===== src/rtl/inst_fetch_pkg.sv =====
// Shared definitions for the instruction fetch front end.
// Holds the fetch FSM state encoding and the end-of-program marker word.
package inst_fetch_pkg;

  localparam int INST_W = 32;

  typedef enum logic [1:0] {
    ST_IDLE = 2'd0,
    ST_RUN  = 2'd1,
    ST_DONE = 2'd2
  } fetch_state_e;

  localparam logic [INST_W-1:0] END_MARKER = 32'h0000_0000;

  function automatic logic is_end_marker(input logic [INST_W-1:0] word);
    return (word == END_MARKER);
  endfunction

endpackage


===== src/rtl/inst_fetch.sv =====
// Instruction fetch: drives the word address of a registered-output ROM and
// presents each returned word with its byte PC; stops at the end marker.
module inst_fetch
  import inst_fetch_pkg::*;
#(
  parameter int ADDR_W = 30
) (
  input  logic              clk,
  input  logic              rst,
  input  logic              start,
  input  logic [31:0]       start_pc,
  input  logic              stall,
  input  logic              redirect,
  input  logic [31:0]       redirect_pc,
  output logic [ADDR_W-1:0] rom_addr,
  input  logic [31:0]       rom_inst,
  output logic              if_valid,
  output logic [31:0]       if_pc,
  output logic [31:0]       if_inst,
  output logic              done
);

  fetch_state_e      state_q;
  fetch_state_e      state_d;
  logic [ADDR_W-1:0] pc_q;
  logic              at_end;
  logic              unused_low_bits;

  // Byte addresses are word aligned; the two low bits never reach the ROM.
  function automatic logic [ADDR_W-1:0] word_addr(input logic [31:0] byte_addr);
    return ADDR_W'(byte_addr[31:2]);
  endfunction

  assign unused_low_bits = ^{start_pc[1:0], redirect_pc[1:0]};
  assign at_end          = is_end_marker(rom_inst);

  // rom_addr is what the ROM latches this edge, so pc_q always names the
  // word currently on rom_inst; holding it replays that word (stall).
  always_comb begin
    state_d  = state_q;
    rom_addr = pc_q;
    if_valid = 1'b0;
    done     = 1'b0;
    if (rst) begin
      state_d  = ST_IDLE;
      rom_addr = '0;
    end else begin
      case (state_q)
        ST_IDLE: begin
          if (start) begin
            rom_addr = word_addr(start_pc);
            state_d  = ST_RUN;
          end
        end
        ST_RUN: begin
          if_valid = !at_end;
          if (redirect) begin
            rom_addr = word_addr(redirect_pc);
          end else if (stall) begin
            rom_addr = pc_q;
          end else if (at_end) begin
            rom_addr = pc_q;
            state_d  = ST_DONE;
          end else begin
            rom_addr = pc_q + ADDR_W'(1);
          end
        end
        ST_DONE: begin
          done    = 1'b1;
          state_d = ST_IDLE;
        end
        default: state_d = ST_IDLE;
      endcase
    end
  end

  always_ff @(posedge clk) begin
    if (rst) begin
      state_q <= ST_IDLE;
      pc_q    <= '0;
    end else begin
      state_q <= state_d;
      pc_q    <= rom_addr;
    end
  end

  assign if_pc   = rst ? 32'h0 : 32'({pc_q, 2'b00});
  assign if_inst = rom_inst;

endmodule


===== config.mk =====
export PLATFORM = sky130hd
export DESIGN_NAME = inst_fetch
export DESIGN_NICKNAME = d
export VERILOG_FILES = /design/src/rtl/inst_fetch_pkg.sv /design/src/rtl/inst_fetch.sv
export SDC_FILE = /design/constraint.sdc
export NUM_CORES = 1
export LEC_CHECK = 0
export BUFFER_PORTS_ARGS = -buffer_cell sky130_fd_sc_hd__clkbuf_2
export CAP_MARGIN = 20
export CORE_MARGIN = 2
export CORE_UTILIZATION = 44
export DETAILED_ROUTE_END_ITERATION = 8
export PLACE_DENSITY_LB_ADDON = 0.3
export REMOVE_ABC_BUFFERS = 1
export SYNTH_ARGS = -nofsm -noshare
export SYNTH_HDL_FRONTEND = slang
export SYNTH_SLANG_ARGS = --single-unit

===== constraint.sdc =====
create_clock -name clk -period 2.7 [get_ports clk]
set_clock_uncertainty 0.15 [all_clocks]
set_input_delay 0.135 -clock clk [delete_from_list [all_inputs] [get_ports clk]]
set_output_delay 0.135 -clock clk [all_outputs]
set_load 0.02 [all_outputs]

==> reports/qor.json, run 1 <==
{
  "outcome": {
    "status": "finished clean"
  },
  "clock_tree": {
    "clock_sink_count": 32,
    "clk_path_buf_depth": 2,
    "cts_made_buffers": 5,
    "h-tree-depth": 2,
    "cts.root.buffer_cell": "clkbuf_8",
    "tritoncts": "done",
    "clk-insertion-delay-late_ps": 290,
    "clkTransAtPathRegs_ps": 80
  },
  "final_layout": {
    "area_taken_by_multi_input_logic_gates_mm2": 0.002031,
    "final_design_area_no_fill_mm2": 0.004134,
    "final_core_util": 0.6051,
    "num_antenna_cells": 0,
    "most_frequent_cells_in_the_layout": "clkbuf_2 (189), a21oi_1 (56), nor2_1 (41)",
    "area.sequential_um2": 650.6,
    "num-nets-final": 690,
    "area_growth_pct": 31.74,
    "final_layout_size_suffix_gt1_frac": 0.4007,
    "layout.filler_cells": 724,
    "final_cells": 685,
    "layout.cells.most_common": "clkbuf_2"
  },
  "yosys": {
    "synth_top_family_by_area": "compound AO/OA/AOI/OAI gates",
    "synth_simple_gate_area_share": 0.1974,
    "synth-edff-count": 0,
    "ys_types": 42,
    "synthXorXnorAreaFrac": 0.03907,
    "synth.mux.area_fraction": 0,
    "syn_inst_count": 438,
    "synthesis.yosys.warnings": 0,
    "most_used_flip_flop_cell_after_synthesis": "dfxtp_1",
    "post_synth_instance_area_mm2": 0.003138,
    "synth-async-reset-ratio": 0,
    "post_synth.cell_area_avg_um2": 7.164,
    "seq_area_frac_synth": 0.2041,
    "synthAdderAreaFrac": 0.003987,
    "synth_compound_gate_area_share": 0.3919,
    "ys_seq_elements": 32
  },
  "critical_path": {
    "critical_path_max_stage_delay_ps": 580,
    "cp_data_required_time_ps": 2410,
    "slowest_stage": "dfxtp_1",
    "critPathCaptureType": "output port",
    "worstPathCellList": "nand2b_1 > buf_4 > buf_4 > o22a_1 > o221ai_1 > a31oi_2 > clkbuf_2",
    "path_max_fanout": 17,
    "timing.critical_path.from": "state_q[1]$_SDFFE_PP0P_",
    "cp-start-kind": "flip-flop",
    "crit_family": "buffers and inverters",
    "timing.critical_path.mode_cell": "buf_4",
    "timing.critical_path.arrival_ps": 2330,
    "criticalPathCategory": "reg -> out",
    "critical_path.reg2reg.startpoint": "state_q[0]$_SDFFE_PP0P_",
    "critPathBufInv": 3
  },
  "timing": {
    "period_needed_ps": 2613,
    "worst_slew_pin_slew_ps": 588.7,
    "final_hold_viol_count": 0,
    "fmaxAchievable_mhz": 382.7,
    "rsz_0062_raised_after_global_routing": "yes",
    "layout_worst_path_cycle_share": 0.9678,
    "report.final.slew_viol_count": 0,
    "holdWs_ps": 42.88,
    "worst_slew_margin_rel": 0.6075,
    "finalSetupViolations": 0
  },
  "route": {
    "first_iter_violations": 360,
    "routed-via-count": 4032,
    "viasPerCell": 5.886,
    "wl_um": 11440,
    "post_drt_wl_per_cell_um": 16.71,
    "drt_pass_1_iters": 4,
    "drt_drc_violations_left": 0,
    "ant_nets": 0
  },
  "floorplan": {
    "chipWidth_um": 88.45,
    "dieHeight_um": 88.45,
    "fp.coreArea_mm2": 0.006832,
    "row_count": 30,
    "design.portCount": 197,
    "dieArea_mm2": 0.007823,
    "start_util": 0.4593
  },
  "placement": {
    "hpwl_um": 8747,
    "placedCellCount": 673,
    "detailed_place.area_mm2": 0.003949,
    "port_buffers": 190,
    "gp_routability_congestion": 0.8723
  },
  "grt": {
    "grtUsageMet2": 0.5031,
    "initial_antenna_violation_count": 0,
    "met1_global_route_usage": 0.3422,
    "top_usage_layer": "met2",
    "grt_pass1_vias": 3707,
    "largest_net_degree_at_the_start_of_global_routing": 55,
    "grt_first_pass_wirelength_um": 17120,
    "grt_use_met3": 0.03358,
    "grt_use_total": 0.2778,
    "grt_remaining_overflow": 0
  },
  "pwr": {
    "cell_pwr_density_mw_per_mm2": 408.1,
    "p_leak_nw": 1.867,
    "final_power_mw": 1.687,
    "peakVddDrop_v": 0.0003028
  },
  "flow_run": {
    "count_of_maximum_capacitance_violations": 0
  },
  "hold_path": {
    "timing.hold.worst.class": "in -> reg",
    "hold_path.startpoint": "redirect"
  }
}
==> per-layer routing <==
layer / share of wire / routed length [µm]
met4: 0.011 / 128
met2: 0.52 / 5927
met1: 0.41 / 4688
met5: 0 / 0
met3: 0.061 / 699
==> worst register-to-register path: cells and delay by family (launching register included) <==
kind	cells	cell delay, ps
AOI/OAI and AO/OA	1	150
and+or+nand+nor	2	1140
DFF	1	570
==> worst paths after layout <==
| check | endpoint | slack [ps] | cells past startpoint |
|---|---|---|---|
| worst max register to register | pc_q[10]$_SDFF_PP0_ | 560 | 3 |
| worst min register to register | pc_q[27]$_SDFF_PP0_ | 420 | 2 |
| worst min-delay path | state_q[1]$_SDFFE_PP0P_ | 40 | 4 |
| worst max-delay path | rom_addr[24] | 90 | 7 |
==> kinds of logic after synthesis <==
| family | after synthesis |
|---|---|
| AND/OR/NAND/NOR | 113 |
| AO/OA/AOI/OAI | 178 |
| adder cells (fa/ha/maj) | 1 |
| XOR/XNOR | 14 |
| other | 1 |
| flip-flops | 32 |
| buffers and inverters | 99 |
==> per-stage QoR <==
stage	worst slack (ps)	TNS (ps)
finish	87.00	0
global route	-26.40	-57.17
CTS	28.09	0
detailed placement	286.1	0
global placement	316.6	0
floorplan	-2393	-119220
==> flip-flops by register name (all words and copies together) (netlist names) <==
name / cells
state_q: 2
pc_q: 30
==> where the power goes <==
group	internal (mW)	switching (mW)	leakage (nW)
combinational	0.249	0.396	1.54
sequential	0.519	0.0616	0.269
clock	0.274	0.188	0.0552
==> area by class of cell <==
class | instances | share of cell area
Inverter | 30 | 0.02724
Timing Repair Buffer | 211 | 0.2691
Clock inverter | 2 | 0.008475
Clock buffer | 6 | 0.01755
Sequential cell | 32 | 0.1574
Tap cell | 96 | 0.02906
Multi-Input combinational cell | 308 | 0.4912
==> Yosys cell counts, types with 10 or more instances <==
master,number,area (µm²)
inv_1,30,112.6
or3_1,10,62.56
nor4_1,11,68.82
nor2_1,43,161.4
dfxtp_1,32,640.6
clkbuf_1,25,93.84
xnor2_1,14,122.6
o22a_1,29,254.0
buf_4,36,270.3
a21oi_1,56,280.3
nand2_1,12,45.04
o221ai_1,27,236.5
o21ai_0,14,70.07
a31oi_1,26,162.7
==> what timing repair did <==
item | in CTS | in global routing
setup endpoints to repair | 12 | 27
gates resized for setup | 1 | 14
endpoints found under the hold margin | 0 | 0
buffers inserted | 3 | 1
pin swaps | 1 | 3
hold buffers | 0 | 0
No activity file was read; power rests on OpenSTA's default activity.
==> inputs of run 2 (changes only) <==
Settings changed: MAX_ROUTING_LAYER set to met4.
==> reports/qor.json, run 2 (synthesis results as in run 1) <==
{
  "timing": {
    "worst_slew_margin_rel": {"value": 0.6104, "change": "+0.002873"},
    "fmaxAchievable": {"value": 384.0, "unit": "MHz", "change": "+0.34%"},
    "finalSetupViolations": {"value": 0, "change": "unchanged"},
    "report.final.slew_viol_count": {"value": 0, "change": "unchanged"},
    "holdWs": {"value": 47.66, "unit": "ps", "change": "+4.777 ps"},
    "worst_slew_pin_slew": {"value": 584.4, "unit": "ps", "change": "-4.309 ps"},
    "layout_worst_path_cycle_share": {"value": 0.9645, "change": "-0.003248"},
    "period_needed": {"value": 2604, "unit": "ps", "change": "-8.769 ps"},
    "final_hold_viol_count": {"value": 0, "change": "unchanged"},
    "rsz_0062_raised_after_global_routing": "yes"
  },
  "clock_tree": {
    "tritoncts": "done",
    "clk_path_buf_depth": {"value": 2, "change": "unchanged"},
    "clkTransAtPathRegs": {"value": 70, "unit": "ps", "change": "about the same"},
    "clock_sink_count": {"value": 32, "change": "unchanged"},
    "h-tree-depth": {"value": 2, "change": "unchanged"},
    "holdBufCountCts": {"value": 0, "change": "unchanged"},
    "cts_made_buffers": {"value": 5, "change": "unchanged"},
    "cts.root.buffer_cell": "clkbuf_8",
    "clk-insertion-delay-late": {"value": 290, "unit": "ps", "change": "about the same"}
  },
  "hold_path": {
    "hold_path.startpoint": "redirect",
    "timing.hold.worst.class": "in -> reg"
  },
  "critical_path": {
    "criticalPathCategory": "reg -> out",
    "r2r_slack": {"value": 570, "unit": "ps", "change": "about the same"},
    "critPathCaptureType": "output port",
    "cp-start-kind": "flip-flop",
    "critical_path.reg2reg.startpoint": "state_q[0]$_SDFFE_PP0P_",
    "timing.critical_path.arrival": {"value": 2320, "unit": "ps", "change": "about the same"},
    "timing.critical_path.from": "pc_q[3]$_SDFF_PP0_",
    "cp_data_required_time": {"value": 2410, "unit": "ps", "change": "about the same"},
    "path_max_fanout": {"value": 6, "change": "-11"}
  },
  "final_layout": {
    "most_frequent_cells_in_the_layout": "clkbuf_2 (189), a21oi_1 (56), nor2_1 (41)",
    "layout.filler_cells": {"value": 724, "change": "unchanged"},
    "max_flop_register": "pc_q",
    "area_growth": {"value": 31.74, "unit": "%", "change": "unchanged"},
    "final_layout_size_suffix_gt1_frac": {"value": 0.4007, "change": "unchanged"},
    "area_taken_by_multi_input_logic_gates": {"value": 0.002031, "unit": "mm²", "change": "unchanged"},
    "num-nets-final": {"value": 690, "change": "unchanged"},
    "biggest_regs": "pc_q: 30 flops, state_q: 2 flops",
    "layout.cells.most_common": "clkbuf_2",
    "area.sequential": {"value": 650.6, "unit": "µm²", "change": "unchanged"},
    "max_reg_flops": {"value": 30, "change": "unchanged"},
    "final_design_area_no_fill": {"value": 0.004134, "unit": "mm²", "change": "unchanged"},
    "num_antenna_cells": {"value": 0, "change": "unchanged"}
  },
  "floorplan": {
    "chipWidth": {"value": 88.45, "unit": "µm", "change": "unchanged"},
    "start_util": {"value": 0.4593, "change": "unchanged"},
    "design.portCount": {"value": 197, "change": "unchanged"},
    "row_count": {"value": 30, "change": "unchanged"},
    "fp.coreArea": {"value": 0.006832, "unit": "mm²", "change": "unchanged"},
    "dieHeight": {"value": 88.45, "unit": "µm", "change": "unchanged"},
    "dieArea": {"value": 0.007823, "unit": "mm²", "change": "unchanged"}
  },
  "placement": {
    "hpwl": {"value": 8747, "unit": "µm", "change": "unchanged"},
    "detailed_place.area": {"value": 0.003949, "unit": "mm²", "change": "unchanged"},
    "port_buffers": {"value": 190, "change": "unchanged"},
    "gp_routability_congestion": {"value": 0.8865, "change": "+1.6%"}
  },
  "route": {
    "first_iter_violations": {"value": 333, "change": "-7.5%"},
    "wl": {"value": 11400, "unit": "µm", "change": "-0.35%"},
    "drt_pass_1_iters": {"value": 6, "change": "+2"},
    "post_drt_wl_per_cell": {"value": 16.65, "unit": "µm", "change": "-0.35%"},
    "ant_nets": {"value": 0, "change": "unchanged"},
    "drt_drc_violations_left": {"value": 0, "change": "unchanged"},
    "viasPerCell": {"value": 5.870, "change": "-0.27%"},
    "routed-via-count": {"value": 4021, "change": "-0.27%"}
  },
  "pwr": {
    "peakVddDrop": {"value": 0.0003026, "unit": "V", "change": "about the same"},
    "cell_pwr_density": {"value": 407.4, "unit": "mW/mm²", "change": "-0.17%"},
    "p_leak": {"value": 1.867, "unit": "nW", "change": "unchanged"},
    "final_power": {"value": 1.684, "unit": "mW", "change": "-0.17%"}
  },
  "flow_run": {
    "count_of_maximum_capacitance_violations": {"value": 0, "change": "unchanged"}
  },
  "grt": {
    "grt_first_pass_wirelength": {"value": 17140, "unit": "µm", "change": "+0.12%"},
    "grt_use_total": {"value": 0.2859, "change": "+0.008110"},
    "grt_pass1_vias": {"value": 3707, "change": "unchanged"},
    "initial_antenna_violation_count": {"value": 0, "change": "unchanged"},
    "grt_remaining_overflow": {"value": 0, "change": "unchanged"},
    "largest_net_degree_at_the_start_of_global_routing": {"value": 55, "change": "unchanged"}
  },
  "outcome": {
    "status": "finished clean"
  }
}
==> run 2: metal layers <==
layer / global-route usage / share of wire / routed length (µm)
met1: 0.3411 / 0.41 / 4658
met2: 0.5099 / 0.52 / 5939
met3: 0.02985 / 0.060 / 686
met4: 0.07851 / 0.010 / 119
met5: - / 0 / 0
==> run 2: what timing repair did <==
item	CTS	global route
resized for setup	1	14
pin swaps	1	3
buffers inserted	3	1
hold endpoints to repair	0	0
endpoints found under the setup margin	12	25
==> run 2: final timing paths <==
check	end	cells past startpoint
worst max-delay path	rom_addr[17]	6
worst min-delay path	state_q[1]$_SDFFE_PP0P_	4
worst max register to register	pc_q[10]$_SDFF_PP0_	3
worst min register to register	pc_q[27]$_SDFF_PP0_	2
==> run 2: where the power goes <==
group | internal [mW] | total, mW | switching [mW]
logic | 0.249 | 0.645 | 0.396
clock network | 0.274 | 0.459 | 0.186
registers | 0.519 | 0.580 | 0.0612
==> run 2: critical path: stages, from the launching register on <==
cell and delay (ps):
dfxtp_1 450, nand4_4 180, nor2_2 250, nand2_1 180, or4_1 520, a31oi_1 250, clkbuf_2 210
==> run 2: per-stage QoR <==
step / instances / worst slack [ps] / setup TNS (ps) / util
after global routing: 685 / -23.66 / -49.02 / 0.6051
after floorplan: 370 / -2393 / -119220 / -
after global placement: 673 / 316.6 / 0 / 0.5780
after detailed placement: 673 / 286.1 / 0 / 0.5780
after CTS: 684 / 28.09 / 0 / 0.5974
final: 685 / 95.77 / 0 / 0.6051
==> run 2: area by class of cell <==
class                      instances  area share
clock inverter                     2    0.008475
timing repair buffer             211      0.2691
multi-input combinational        308      0.4912
inverter                          30     0.02724
clock buffer                       6     0.01755
tap                               96     0.02906
sequential                        32      0.1574
==> inputs of run 3 (changes only) <==
Settings changed: PLACE_DENSITY set to 0.82, PLACE_DENSITY_LB_ADDON 0.3 to not set.
==> reports/qor.json, run 3 (synthesis results as in run 1) <==
{
  "timing": {
    "worst_slew_margin_rel": {"value": 0.5548, "change": "-0.05566"},
    "rsz_0062_raised_after_global_routing": "no",
    "worst_slew_pin_slew": {"value": 667.9, "unit": "ps", "change": "+83.49 ps"},
    "period_needed": {"value": 2559, "unit": "ps", "change": "-45.20 ps"},
    "fmaxAchievable": {"value": 390.8, "unit": "MHz", "change": "+1.8%"},
    "setup_tns": {"value": 0, "unit": "ps", "change": "unchanged"},
    "finalSetupViolations": {"value": 0, "change": "unchanged"},
    "final_hold_viol_count": {"value": 0, "change": "unchanged"},
    "layout_setup_ws": {"value": 141.0, "unit": "ps", "change": "+45.20 ps"},
    "report.final.slew_viol_count": {"value": 0, "change": "unchanged"},
    "layout_worst_path_cycle_share": {"value": 0.9478, "change": "-0.01674"}
  },
  "floorplan": {
    "design.portCount": {"value": 197, "change": "unchanged"},
    "chipWidth": {"value": 88.45, "unit": "µm", "change": "unchanged"},
    "dieHeight": {"value": 88.45, "unit": "µm", "change": "unchanged"},
    "start_util": {"value": 0.4593, "change": "unchanged"},
    "fp.coreArea": {"value": 0.006832, "unit": "mm²", "change": "unchanged"},
    "dieArea": {"value": 0.007823, "unit": "mm²", "change": "unchanged"},
    "row_count": {"value": 30, "change": "unchanged"}
  },
  "pwr": {
    "final_power": {"value": 1.613, "unit": "mW", "change": "-4.2%"},
    "p_leak": {"value": 1.868, "unit": "nW", "change": "about the same"},
    "cell_pwr_density": {"value": 391.6, "unit": "mW/mm²", "change": "-3.9%"},
    "peakVddDrop": {"value": 0.0002949, "unit": "V", "change": "-2.5%"}
  },
  "hold_path": {
    "hold_path.startpoint": "redirect_pc[5]",
    "hold_path_end": "pc_q[3]$_SDFF_PP0_",
    "hold_depth": {"value": 3, "change": "-1"},
    "timing.hold.worst.class": "in -> reg"
  },
  "route": {
    "routed-via-count": {"value": 4048, "change": "+0.67%"},
    "drt_pass_1_iters": {"value": 5, "change": "-1"},
    "ant_nets": {"value": 0, "change": "unchanged"},
    "viasPerCell": {"value": 5.892, "change": "+0.38%"},
    "post_drt_wl_per_cell": {"value": 16.01, "unit": "µm", "change": "-3.8%"},
    "drt_drc_violations_left": {"value": 0, "change": "unchanged"},
    "wl": {"value": 11000, "unit": "µm", "change": "-3.5%"},
    "first_iter_violations": {"value": 261, "change": "-22%"}
  },
  "final_layout": {
    "max_reg_flops": {"value": 30, "change": "unchanged"},
    "area_growth_pct": 31.26,
    "max_flop_register": "pc_q",
    "final_cells": {"value": 687, "change": "+0.29%"},
    "layout.cells.most_common": "clkbuf_2",
    "final_design_area_no_fill": {"value": 0.004119, "unit": "mm²", "change": "-0.36%"},
    "biggest_regs": "pc_q: 30 flops, state_q: 2 flops",
    "most_frequent_cells_in_the_layout": "clkbuf_2 (189), a21oi_1 (56), nor2_1 (41)",
    "final_layout_size_suffix_gt1_frac": {"value": 0.4027, "change": "+0.002028"},
    "num-nets-final": {"value": 692, "change": "+0.29%"},
    "num_antenna_cells": {"value": 0, "change": "unchanged"}
  },
  "grt": {
    "grt_remaining_overflow": {"value": 0, "change": "unchanged"},
    "grt_use_total": {"value": 0.2837, "change": "-0.002247"},
    "grt_first_pass_wirelength": {"value": 17230, "unit": "µm", "change": "+0.53%"},
    "largest_net_degree_at_the_start_of_global_routing": {"value": 47, "change": "-15%"},
    "initial_antenna_violation_count": {"value": 0, "change": "unchanged"},
    "grt_pass1_vias": {"value": 3679, "change": "-0.76%"}
  },
  "clock_tree": {
    "clk-insertion-delay-late": {"value": 290, "unit": "ps", "change": "about the same"},
    "h-tree-depth": {"value": 2, "change": "unchanged"},
    "holdBufCountCts": {"value": 0, "change": "unchanged"},
    "tritoncts": "done",
    "cts.root.buffer_cell": "clkbuf_8",
    "clkTransAtPathRegs": {"value": 70, "unit": "ps", "change": "about the same"},
    "clock_sink_count": {"value": 32, "change": "unchanged"},
    "clk_path_buf_depth": {"value": 2, "change": "unchanged"},
    "cts_made_buffers": {"value": 5, "change": "unchanged"}
  },
  "outcome": {
    "status": "finished clean"
  },
  "placement": {
    "dp_slack": {"value": 321.2, "unit": "ps", "change": "+35.15 ps"},
    "hpwl": {"value": 8469, "unit": "µm", "change": "-3.2%"},
    "placedCellCount": {"value": 677, "change": "+0.59%"},
    "port_buffers": {"value": 190, "change": "unchanged"},
    "gp_routability_congestion": {"value": 0.8695, "change": "-1.9%"},
    "detailed_place.area": {"value": 0.003979, "unit": "mm²", "change": "+0.76%"}
  },
  "critical_path": {
    "critPathCaptureType": "output port",
    "critPathBufInv": {"value": 1, "change": "unchanged"},
    "timing.critical_path.arrival": {"value": 2270, "unit": "ps", "change": "-50 ps"},
    "worstPathCellList": "ha_1 > nand2_1 > or2_2 > or4_1 > a31oi_1 > clkbuf_2",
    "critical_path.reg2reg.endpoint": "pc_q[10]$_SDFF_PP0_",
    "critical_path.reg2reg.startpoint": "state_q[1]$_SDFFE_PP0P_",
    "path_max_fanout": {"value": 5, "change": "-1"},
    "criticalPathCategory": "reg -> out",
    "slowest_stage": "or4_1",
    "cp_num_cells": {"value": 6, "change": "unchanged"},
    "cp_data_required_time": {"value": 2410, "unit": "ps", "change": "about the same"},
    "logic_depth_of_the_worst_register_to_register_path": {"value": 3, "change": "unchanged"},
    "cp-start-kind": "flip-flop",
    "crit_family": "simple AND/OR/NAND/NOR gates",
    "r2r_slack": {"value": 670, "unit": "ps", "change": "+100 ps"},
    "critical_path_max_stage_delay": {"value": 540, "unit": "ps", "change": "+20 ps"}
  },
  "flow_run": {
    "count_of_maximum_capacitance_violations": {"value": 0, "change": "unchanged"}
  }
}
run 3: cell count changes in the layout (fill, tap and decap cells not counted), sizes merged:
cell,previous run,this run
clkbuf,195,197
bufinv,1,0
clkinv,1,0
buf,22,24
run 3: metal layers:
metal	global-route usage	share of wire
met5	-	0
met1	0.3820	0.44
met2	0.4525	0.48
met3	0.04291	0.074
met4	0.06061	0.0090
run 3: worst reg2reg max path, stage by stage, from the launching register on:
cell and delay [ps]:
dfxtp_1 440, or3b_1 590, or4_1 610, o311a_1 140
run 3: worst max-delay path by stage:
stage	from	to	slack, ps
after floorplan	state_q[0]$_SDFFE_PP0P_	rom_addr[1]	-2390
after global placement	pc_q[8]$_SDFF_PP0_	rom_addr[15]	360
after CTS	pc_q[8]$_SDFF_PP0_	rom_addr[25]	30
after detailed placement	pc_q[8]$_SDFF_PP0_	rom_addr[25]	320
after global routing	pc_q[15]$_SDFF_PP0_	rom_addr[29]	4
final	pc_q[0]$_SDFF_PP0_	rom_addr[12]	140
run 3: cell type report:
type                    count  area, µm²
clock buffers               8      90.09
repair buffers            213       1124
inverters                  30      112.6
fillers                   686       2713
well taps                  96      120.1
flip-flops and latches     32      654.4
multi-input cells         308       2018
run 3: through the flow:
stage	hold WS, ps	util
global placement	339.8	0.5824
floorplan	63.02	-
detailed placement	351.3	0.5824
global route	77.11	0.6029
finish	62.97	0.6029
CTS	57.04	0.5960
run 3: repair_timing:
action                                  in CTS  in global routing
gates cloned                                 0                  0
endpoints found under the setup margin       2                 11
pin swaps                                    0                  3
buffers inserted                             0                  2
resized for setup                            1                 14
run 3: report_power, final:
| part | switching [mW] | total (mW) | internal [mW] |
|---|---|---|---|
| combinational | 0.395 | 0.643 | 0.249 |
| sequential | 0.0597 | 0.580 | 0.520 |
| clock | 0.182 | 0.390 | 0.208 |
